$ cat config.mk
export PLATFORM = sky130hd
export DESIGN_NAME = tetris_game_ctrl_flat
export DESIGN_NICKNAME = d
export VERILOG_FILES = /design/src/rtl/tetris_game_ctrl_if.sv /design/src/rtl/tetris_game_ctrl.sv /design/src/flat_wrapper.sv
export SDC_FILE = /design/constraint.sdc
export NUM_CORES = 1
export LEC_CHECK = 0
export ABC_CLOCK_PERIOD_IN_PS = 7400
export CORE_MARGIN = 4
export CORE_UTILIZATION = 60
export DETAILED_ROUTE_END_ITERATION = 6
export GPL_TIMING_DRIVEN = 1
export HOLD_SLACK_MARGIN = 0.08
export PLACE_DENSITY = 0.78
export SLEW_MARGIN = 20
export SYNTH_ARGS = -nofsm -noshare
export SYNTH_HDL_FRONTEND = slang
export SYNTH_SLANG_ARGS = --single-unit
$ cat constraint.sdc
create_clock -name clk -period 7.4 [get_ports clk]
set_input_delay 1.48 -clock clk [delete_from_list [all_inputs] [get_ports clk]]
set_output_delay 1.48 -clock clk [all_outputs]
set_load 0.1 [all_outputs]
$ cat src/rtl/tetris_game_ctrl_if.sv
// Signal bundle between the game controller and its environment: debounced buttons
// and core status in, core reset, gravity tick, move commands and status out.
interface tetris_game_ctrl_if;
  logic       btn_left;
  logic       btn_right;
  logic       btn_down;
  logic       btn_rot;
  logic       btn_start;
  logic       btn_pause;
  logic [7:0] core_score;
  logic       core_game_over;
  logic       core_rst_n;
  logic       drop_tick;
  logic       k_left;
  logic       k_right;
  logic       k_down;
  logic       k_rot;
  logic [2:0] state;
  logic [3:0] level;

  // Environment side: drives buttons and core status, observes commands.
  modport master (
    output btn_left, btn_right, btn_down, btn_rot, btn_start, btn_pause,
    output core_score, core_game_over,
    input  core_rst_n, drop_tick, k_left, k_right, k_down, k_rot, state, level
  );

  // Controller side.
  modport slave (
    input  btn_left, btn_right, btn_down, btn_rot, btn_start, btn_pause,
    input  core_score, core_game_over,
    output core_rst_n, drop_tick, k_left, k_right, k_down, k_rot, state, level
  );
endinterface

$ cat src/rtl/tetris_game_ctrl.sv
// Game sequencer for tetris_core: game-state FSM, core reset, level-scaled gravity
// tick, button edge/auto-repeat scheduling and one-command-per-clock arbitration.
// Optional macro SOFT_DROP_RESET_EN: an issued k_down restarts the gravity period.
module tetris_game_ctrl #(
  parameter int unsigned BASE_DROP_CYC   = 50000000,
  parameter int unsigned DROP_STEP_CYC   = 4000000,
  parameter int unsigned MIN_DROP_CYC    = 5000000,
  parameter int unsigned REPEAT_DLY_CYC  = 12500000,
  parameter int unsigned REPEAT_CYC      = 2500000,
  parameter int unsigned LINES_PER_LEVEL = 10,
  parameter int unsigned MAX_LEVEL       = 9,
  parameter int unsigned CLR_CYC         = 4
) (
  input logic               clk,
  input logic               rst,
  tetris_game_ctrl_if.slave bus
);

  localparam int unsigned GW = $clog2(BASE_DROP_CYC + 1);
  localparam int unsigned RW = $clog2(((REPEAT_DLY_CYC > REPEAT_CYC) ?
                                       REPEAT_DLY_CYC : REPEAT_CYC) + 1);
  localparam int unsigned CW = $clog2(CLR_CYC + 1);
  localparam int unsigned LW = $clog2(LINES_PER_LEVEL + 1);

  // Command vector order doubles as priority: drop, rot, down, left, right.
  localparam int unsigned IDrop = 0;
  localparam int unsigned IRot  = 1;
  localparam int unsigned IDown = 2;

  typedef enum logic [2:0] {
    StIdle  = 3'd0,
    StClr   = 3'd1,
    StPlay  = 3'd2,
    StPause = 3'd3,
    StOver  = 3'd4
  } state_e;

  state_e             state_q;
  logic               core_rst_n_q;
  logic [4:0]         pulse_q, pend_q;
  logic [5:0]         btn_prev_q;     // {pause, start, rot, down, left, right}
  logic [GW-1:0]      grav_q;
  logic [CW-1:0]      clr_q;
  logic [LW-1:0]      lines_q;
  logic [3:0]         level_q;
  logic [7:0]         score_q;
  logic [2:0][RW-1:0] rep_q;          // repeat timers: 0 down, 1 left, 2 right
  logic [2:0]         rep_first_q;    // next repeat still waits the initial delay

  logic [5:0]         btn_now, btn_edge;
  logic [31:0]        lvl_step, period;
  logic               grav_hit;
  logic [GW-1:0]      grav_nxt;
  logic [2:0][RW-1:0] rep_nxt;
  logic [2:0]         rep_first_nxt;
  logic [4:0]         set, pend_all, pick, pend_nxt;
  logic               found;

  assign btn_now  = {bus.btn_pause, bus.btn_start, bus.btn_rot,
                     bus.btn_down, bus.btn_left, bus.btn_right};
  assign btn_edge = btn_now & ~btn_prev_q;

  // Play-state next values: gravity, repeat timers, request flags and arbitration.
  always_comb begin
    lvl_step = 32'(level_q) * DROP_STEP_CYC;
    if (BASE_DROP_CYC <= MIN_DROP_CYC || lvl_step >= BASE_DROP_CYC - MIN_DROP_CYC) begin
      period = MIN_DROP_CYC;
    end else begin
      period = BASE_DROP_CYC - lvl_step;
    end
    // >= rather than == so a level-up that shortens the period still fires at once.
    grav_hit = (32'(grav_q) + 32'd1) >= period;

    set      = '0;
    grav_nxt = grav_q + GW'(1);
    if (grav_hit) begin
      grav_nxt  = '0;
      set[IDrop] = 1'b1;
    end
    set[IRot] = btn_edge[3];

    rep_nxt       = rep_q;
    rep_first_nxt = rep_first_q;
    for (int r = 0; r < 3; r++) begin
      if (!btn_now[2-r]) begin
        rep_nxt[r]       = '0;
        rep_first_nxt[r] = 1'b1;
      end else if (btn_edge[2-r]) begin
        rep_nxt[r]       = RW'(1);
        rep_first_nxt[r] = 1'b1;
        set[2+r]         = 1'b1;
      end else if (rep_q[r] == (rep_first_q[r] ? RW'(REPEAT_DLY_CYC - 1)
                                                : RW'(REPEAT_CYC - 1))) begin
        rep_nxt[r]       = '0;
        rep_first_nxt[r] = 1'b0;
        set[2+r]         = 1'b1;
      end else begin
        rep_nxt[r] = rep_q[r] + RW'(1);
      end
    end

    pend_all = pend_q | set;
    pick     = '0;
    found    = 1'b0;
    for (int i = 0; i < 5; i++) begin
      if (pend_all[i] && !found) begin
        pick[i] = 1'b1;
        found   = 1'b1;
      end
    end
    pend_nxt = pend_all & ~pick;
`ifdef SOFT_DROP_RESET_EN
    if (pick[IDown]) begin
      grav_nxt        = '0;
      pend_nxt[IDrop] = 1'b0;
    end
`endif
  end

  // Game-state FSM with all counters, flags and registered outputs.
  always_ff @(posedge clk or posedge rst) begin
    if (rst) begin
      state_q      <= StIdle;
      core_rst_n_q <= 1'b0;
      pulse_q      <= '0;
      pend_q       <= '0;
      btn_prev_q   <= '0;
      grav_q       <= '0;
      clr_q        <= '0;
      lines_q      <= '0;
      level_q      <= '0;
      score_q      <= '0;
      rep_q        <= '0;
      rep_first_q  <= '1;
    end else begin
      btn_prev_q <= btn_now;
      score_q    <= bus.core_score;
      pulse_q    <= '0;
      case (state_q)
        StIdle: begin
          if (btn_edge[4]) begin
            state_q <= StClr;
            clr_q   <= '0;
          end
        end
        StClr: begin
          grav_q      <= '0;
          level_q     <= '0;
          lines_q     <= '0;
          rep_q       <= '0;
          rep_first_q <= '1;
          pend_q      <= '0;
          if (clr_q == CW'(CLR_CYC - 1)) begin
            state_q      <= StPlay;
            core_rst_n_q <= 1'b1;
          end else begin
            clr_q <= clr_q + CW'(1);
          end
        end
        StPlay: begin
          grav_q      <= grav_nxt;
          rep_q       <= rep_nxt;
          rep_first_q <= rep_first_nxt;
          if (bus.core_score != score_q) begin
            if (lines_q == LW'(LINES_PER_LEVEL - 1)) begin
              lines_q <= '0;
              if (level_q < 4'(MAX_LEVEL)) level_q <= level_q + 4'd1;
            end else begin
              lines_q <= lines_q + LW'(1);
            end
          end
          // Leaving PLAY drops this cycle's command so no pulse shows outside PLAY.
          if (bus.core_game_over) begin
            state_q <= StOver;
            pend_q  <= '0;
          end else if (btn_edge[5]) begin
            state_q <= StPause;
            pend_q  <= '0;
          end else begin
            pend_q  <= pend_nxt;
            pulse_q <= pick;
          end
        end
        StPause: begin
          pend_q <= '0;
          if (btn_edge[5]) state_q <= StPlay;
        end
        StOver: begin
          if (btn_edge[4]) begin
            state_q      <= StClr;
            clr_q        <= '0;
            core_rst_n_q <= 1'b0;
          end
        end
        default: state_q <= StIdle;
      endcase
    end
  end

  assign bus.core_rst_n = core_rst_n_q;
  assign bus.drop_tick  = pulse_q[0];
  assign bus.k_rot      = pulse_q[1];
  assign bus.k_down     = pulse_q[2];
  assign bus.k_left     = pulse_q[3];
  assign bus.k_right    = pulse_q[4];
  assign bus.state      = state_q;
  assign bus.level      = level_q;

endmodule

$ cat src/flat_wrapper.sv
// flat-port wrapper written by rule: the top's interface ports become plain ports
module tetris_game_ctrl_flat 
#(
  parameter int unsigned BASE_DROP_CYC   = 50000000,
  parameter int unsigned DROP_STEP_CYC   = 4000000,
  parameter int unsigned MIN_DROP_CYC    = 5000000,
  parameter int unsigned REPEAT_DLY_CYC  = 12500000,
  parameter int unsigned REPEAT_CYC      = 2500000,
  parameter int unsigned LINES_PER_LEVEL = 10,
  parameter int unsigned MAX_LEVEL       = 9,
  parameter int unsigned CLR_CYC         = 4
)
  (clk, rst, bus_btn_left, bus_btn_right, bus_btn_down, bus_btn_rot, bus_btn_start, bus_btn_pause, bus_core_score, bus_core_game_over, bus_core_rst_n, bus_drop_tick, bus_k_left, bus_k_right, bus_k_down, bus_k_rot, bus_state, bus_level);
  tetris_game_ctrl_if bus_i ();
  input logic clk;
  input logic rst;
  input wire logic [$bits(bus_i.btn_left)-1:0] bus_btn_left;
  input wire logic [$bits(bus_i.btn_right)-1:0] bus_btn_right;
  input wire logic [$bits(bus_i.btn_down)-1:0] bus_btn_down;
  input wire logic [$bits(bus_i.btn_rot)-1:0] bus_btn_rot;
  input wire logic [$bits(bus_i.btn_start)-1:0] bus_btn_start;
  input wire logic [$bits(bus_i.btn_pause)-1:0] bus_btn_pause;
  input wire logic [$bits(bus_i.core_score)-1:0] bus_core_score;
  input wire logic [$bits(bus_i.core_game_over)-1:0] bus_core_game_over;
  output wire logic [$bits(bus_i.core_rst_n)-1:0] bus_core_rst_n;
  output wire logic [$bits(bus_i.drop_tick)-1:0] bus_drop_tick;
  output wire logic [$bits(bus_i.k_left)-1:0] bus_k_left;
  output wire logic [$bits(bus_i.k_right)-1:0] bus_k_right;
  output wire logic [$bits(bus_i.k_down)-1:0] bus_k_down;
  output wire logic [$bits(bus_i.k_rot)-1:0] bus_k_rot;
  output wire logic [$bits(bus_i.state)-1:0] bus_state;
  output wire logic [$bits(bus_i.level)-1:0] bus_level;
  assign bus_i.btn_left = bus_btn_left;
  assign bus_i.btn_right = bus_btn_right;
  assign bus_i.btn_down = bus_btn_down;
  assign bus_i.btn_rot = bus_btn_rot;
  assign bus_i.btn_start = bus_btn_start;
  assign bus_i.btn_pause = bus_btn_pause;
  assign bus_i.core_score = bus_core_score;
  assign bus_i.core_game_over = bus_core_game_over;
  assign bus_core_rst_n = bus_i.core_rst_n;
  assign bus_drop_tick = bus_i.drop_tick;
  assign bus_k_left = bus_i.k_left;
  assign bus_k_right = bus_i.k_right;
  assign bus_k_down = bus_i.k_down;
  assign bus_k_rot = bus_i.k_rot;
  assign bus_state = bus_i.state;
  assign bus_level = bus_i.level;
  tetris_game_ctrl #(.BASE_DROP_CYC(BASE_DROP_CYC), .DROP_STEP_CYC(DROP_STEP_CYC), .MIN_DROP_CYC(MIN_DROP_CYC), .REPEAT_DLY_CYC(REPEAT_DLY_CYC), .REPEAT_CYC(REPEAT_CYC), .LINES_PER_LEVEL(LINES_PER_LEVEL), .MAX_LEVEL(MAX_LEVEL), .CLR_CYC(CLR_CYC)) u_core (.clk(clk), .rst(rst), .bus(bus_i));
endmodule
==> flow_metrics.py <==
metrics = {
    "drt": {
        "top_layer_used": "met4",
        "met2_length_mm": 9.18,
        "routed-via-count": 6817,
        "dr.first_iter.drc_count": 437,
        "drt_pass1_iterations": 5,
        "antenna_left": 0,
        "dr_wl_met3_um": 603,
        "met1_length_mm": 8.54,
        "via_per_inst": 5.89,
        "drt_wl_total_mm": 18.7,
        "drc": 0,
        "wl_per_cell_um": 16.1,
    },
    "placement": {
        "dpl_cell_area_um2": 9100,
        "hpwl_mm": 12.9,
        "portBuffers": 29,
        "place_congestion": 0.877,
    },
    "worst_setup_path": {
        "r2r_setup_slack_ps": 810,
        "reg2reg_from": "u_core.bus.level[1]",
        "critPathLaunchType": "register",
        "worst-path-buf-inv": 4,
        "critPathMaxStageDelay_ps": 650,
        "cp_slowest_cell": "dfrtp_1",
        "critPathTopFamily": "compound AO/OA/AOI/OAI gates",
        "worstPathMaxFanout": 16,
        "path_cells": "inv_1, ha_1, fa_1, inv_1, fa_1, nand2b_1, o2bb2ai_1, xnor2_1, a32o_1, o22ai_2, clkinv_1, nor2_1, inv_1, ha_1, and4_1, a221oi_1, o211ai_2, a41oi_2, or2_1, nor3b_2",
        "path_depth": 20,
        "cp.arrival_ps": 6930,
        "cp-end-kind": "register",
        "critical_path_class": "register to register",
        "critPathRequiredTime_ps": 7750,
        "crit_top_cell": "inv_1",
        "reg2reg_depth": 20,
        "r2r_end": "u_core.pulse_q[1]",
    },
    "power": {
        "p_clk_share_pct": 36.4,
        "p_sw_uw": 971,
        "p_leak_uw": 0.00424,
        "powerDensity_nw_per_um2": 261,
        "combPwrFrac_pct": 29.3,
        "p_int_uw": 1570,
        "peakVddDrop_mv": 0.233,
        "p_sw_share_pct": 38.2,
        "pwr-share-seq_pct": 34.2,
    },
    "timing": {
        "finalCritPeriodShare_pct": 89.0,
        "slew_headroom_pct": 30.5,
        "worst_slew_pin_slew_ps": 1040,
        "setup_viol": 0,
        "final_max_slew_viol_count": 0,
        "hold_viol_final": 0,
        "skew_ps": 7.52,
        "period_needed_ps": 6590,
        "max_freq_ghz": 0.152,
        "final.setup.tns_ps": 0,
        "rsz0062_at_grt": "false",
    },
    "cells_and_area": {
        "mostFrequentLayoutCell": "dfrtp_1",
        "num_antenna_cells": 0,
        "final_cell_mix": "dfrtp_1 (136), nor2_1 (116), nand2_1 (114), xor2_1 (58), nand3_1 (55)",
        "multi_input_area_um2": 4940,
        "drive_above_1_share_pct": 7.47,
        "nets": 1037,
        "syn_to_final_growth_pct": 12.2,
        "stdcell_area_um2": 9740,
        "num-fill-cells": 1069,
        "seqCellArea_um2": 3480,
    },
    "grt": {
        "antenna_found_initial": 0,
        "grt_pass1_wl_mm": 32.2,
        "grt_pass1_vias": 6745,
        "grtUsageTotal_pct": 23.9,
        "gr-total-overflow": 0,
        "grt_max_degree": 73,
    },
    "synthesis": {
        "synthArstFlopShare_pct": 100,
        "yosysTopAreaCell": "dfrtp_1",
        "ys_seq_area_share_pct": 40.1,
        "synth_top_area_share_pct": 39.2,
        "netlist_area_um2": 8680,
        "synth_seq_cells": 139,
        "syn-num-nets": 1014,
        "synth_edf_count": 0,
        "synth-warning-count": 0,
        "yosysUniqueCellTypes": 76,
        "synth_ff_type": "dfrtp_1",
        "synth_area_leaders": "dfrtp_1 (39%), ha_1 (7.3%), xor2_1 (5.8%)",
        "syn_inst": 941,
        "synth_area_per_cell_um2": 9.23,
    },
    "clock_tree": {
        "path_clk_slew_ps": 60,
        "post_cts_buffers": 0,
        "hold_buffers": 0,
        "cts_buffers": 17,
        "htreeDepth": 4,
        "cts_root_buf": "clkbuf_16",
        "cts_buffer_depth": 2,
        "cts_tree": "done",
        "clock_latency_ps": 430,
        "cts.sinks": 139,
        "ctsResizeCount": 0,
    },
    "die": {
        "dieWidth_um": 128,
        "rows": 43,
        "coreArea_um2": 14000,
        "initial_utilization_pct": 61.8,
        "die-area_um2": 16500,
        "ios": 30,
        "die_h_um": 128,
    },
    "hold_path": {
        "min_to": "u_core.pend_q[1]",
        "hp-start": "u_core.pend_q[1]",
        "min-delay-path-class": "register to register",
        "whs_path_depth": 2,
    },
    "run": {
        "cap_violations": 0,
    },
    "run_status": {
        "status": "complete, no violations",
    },
}
==> how the worst max path moves through the flow <==
stage,startpoint,end,slack (ps)
2_1_floorplan,u_core.bus.level[1],u_core.grav_q[8],1180
3_3_place_gp,u_core.bus.level[1],u_core.pulse_q[1],1020
3_5_place_dp,u_core.bus.level[1],u_core.pulse_q[1],850
4_1_cts,u_core.bus.level[1],u_core.grav_q[17],810
5_1_grt,u_core.bus.level[1],u_core.pulse_q[1],330
6_report,u_core.bus.level[1],u_core.pulse_q[1],810
==> per-layer routing <==
metal,vias to the layer above,GRT usage [%]
met5,-,0
met4,0,8.36
met3,33,5.13
met2,124,39.4
met1,3270,31.3
li1,3390,-
==> state kept, by name, indices dropped and copies added, names as in the netlist, 4 cells and up <==
name               flops
u_core.lines_q         4
u_core.score_q         8
u_core.pulse_q         5
u_core.pend_q          4
u_core.bus.level       4
u_core.rep_q          72
u_core.grav_q         26
u_core.btn_prev_q      6
==> area by class of cell <==
cell class	count	area share, %
clock buffer	17	4.37
clock inverter	15	2.17
inverter	30	1.21
multi-input combinational	740	50.7
sequential	139	35.7
tap	180	2.31
timing repair buffer	36	3.52
==> metrics by stage <==
| stage | total power (µW) | hold slack, ps | setup slack (ps) | instances | utilization (%) |
|---|---|---|---|---|---|
| detailed placement | 1630 | 481 | 853 | 1125 | 64.8 |
| floorplan | 1430 | 458 | 1180 | 941 | - |
| global placement | 1620 | 476 | 1020 | 1125 | 64.8 |
| CTS | 2560 | 495 | 808 | 1157 | 69.4 |
| finish | 2540 | 494 | 812 | 1157 | 69.4 |
| global route | 2680 | 534 | 331 | 1157 | 69.4 |
==> worst register-to-register path, delay by kind of cell, from the launching register on <==
kind | cells | cell delay (ps)
xor gates and xnor gates | 1 | 210
adders and majority gates | 4 | 1680
and+or+nand+nor | 5 | 1480
DFF | 1 | 650
buffers and inverters | 4 | 690
AOI/OAI and AO/OA | 6 | 1800
==> power groups by stage <==
stage | Sequential [µW] | Clock, µW | Combinational, µW
final | 871 | 926 | 746
after global routing | 880 | 973 | 824
after CTS | 871 | 936 | 752
after detailed placement | 884 | 0 | 748
after global placement | 882 | 0 | 735
after floorplan | 926 | 0 | 508
==> cells by family after synthesis <==
logic type                 Yosys count  synth area share, %
and+or+nand+nor                    435                 25.2
AOI/OAI and AO/OA                  140                 11.9
DFF                                139                 40.1
xor gates and xnor gates           106                 10.8
buffers and inverters               62                 3.11
adders and majority gates           56                 8.50
muxes                                3                0.360
==> Yosys cell counts (7+ instances only) <==
cell / n
ha_1: 51
inv_1: 29
o21ai_0: 32
o31ai_1: 8
xor2_1: 58
and2_1: 7
xnor2_1: 47
o211ai_1: 16
nand4_1: 29
clkbuf_1: 16
nor2_1: 116
buf_2: 9
a32o_1: 17
nor4_1: 9
or3_1: 7
a21oi_1: 22
nand2b_1: 9
nor3_1: 20
dfrtp_1: 136
nand3_1: 55
nor2b_1: 8
nand2_1: 114
and3_1: 13
Note: power is estimated with default switching activity, not from simulation.
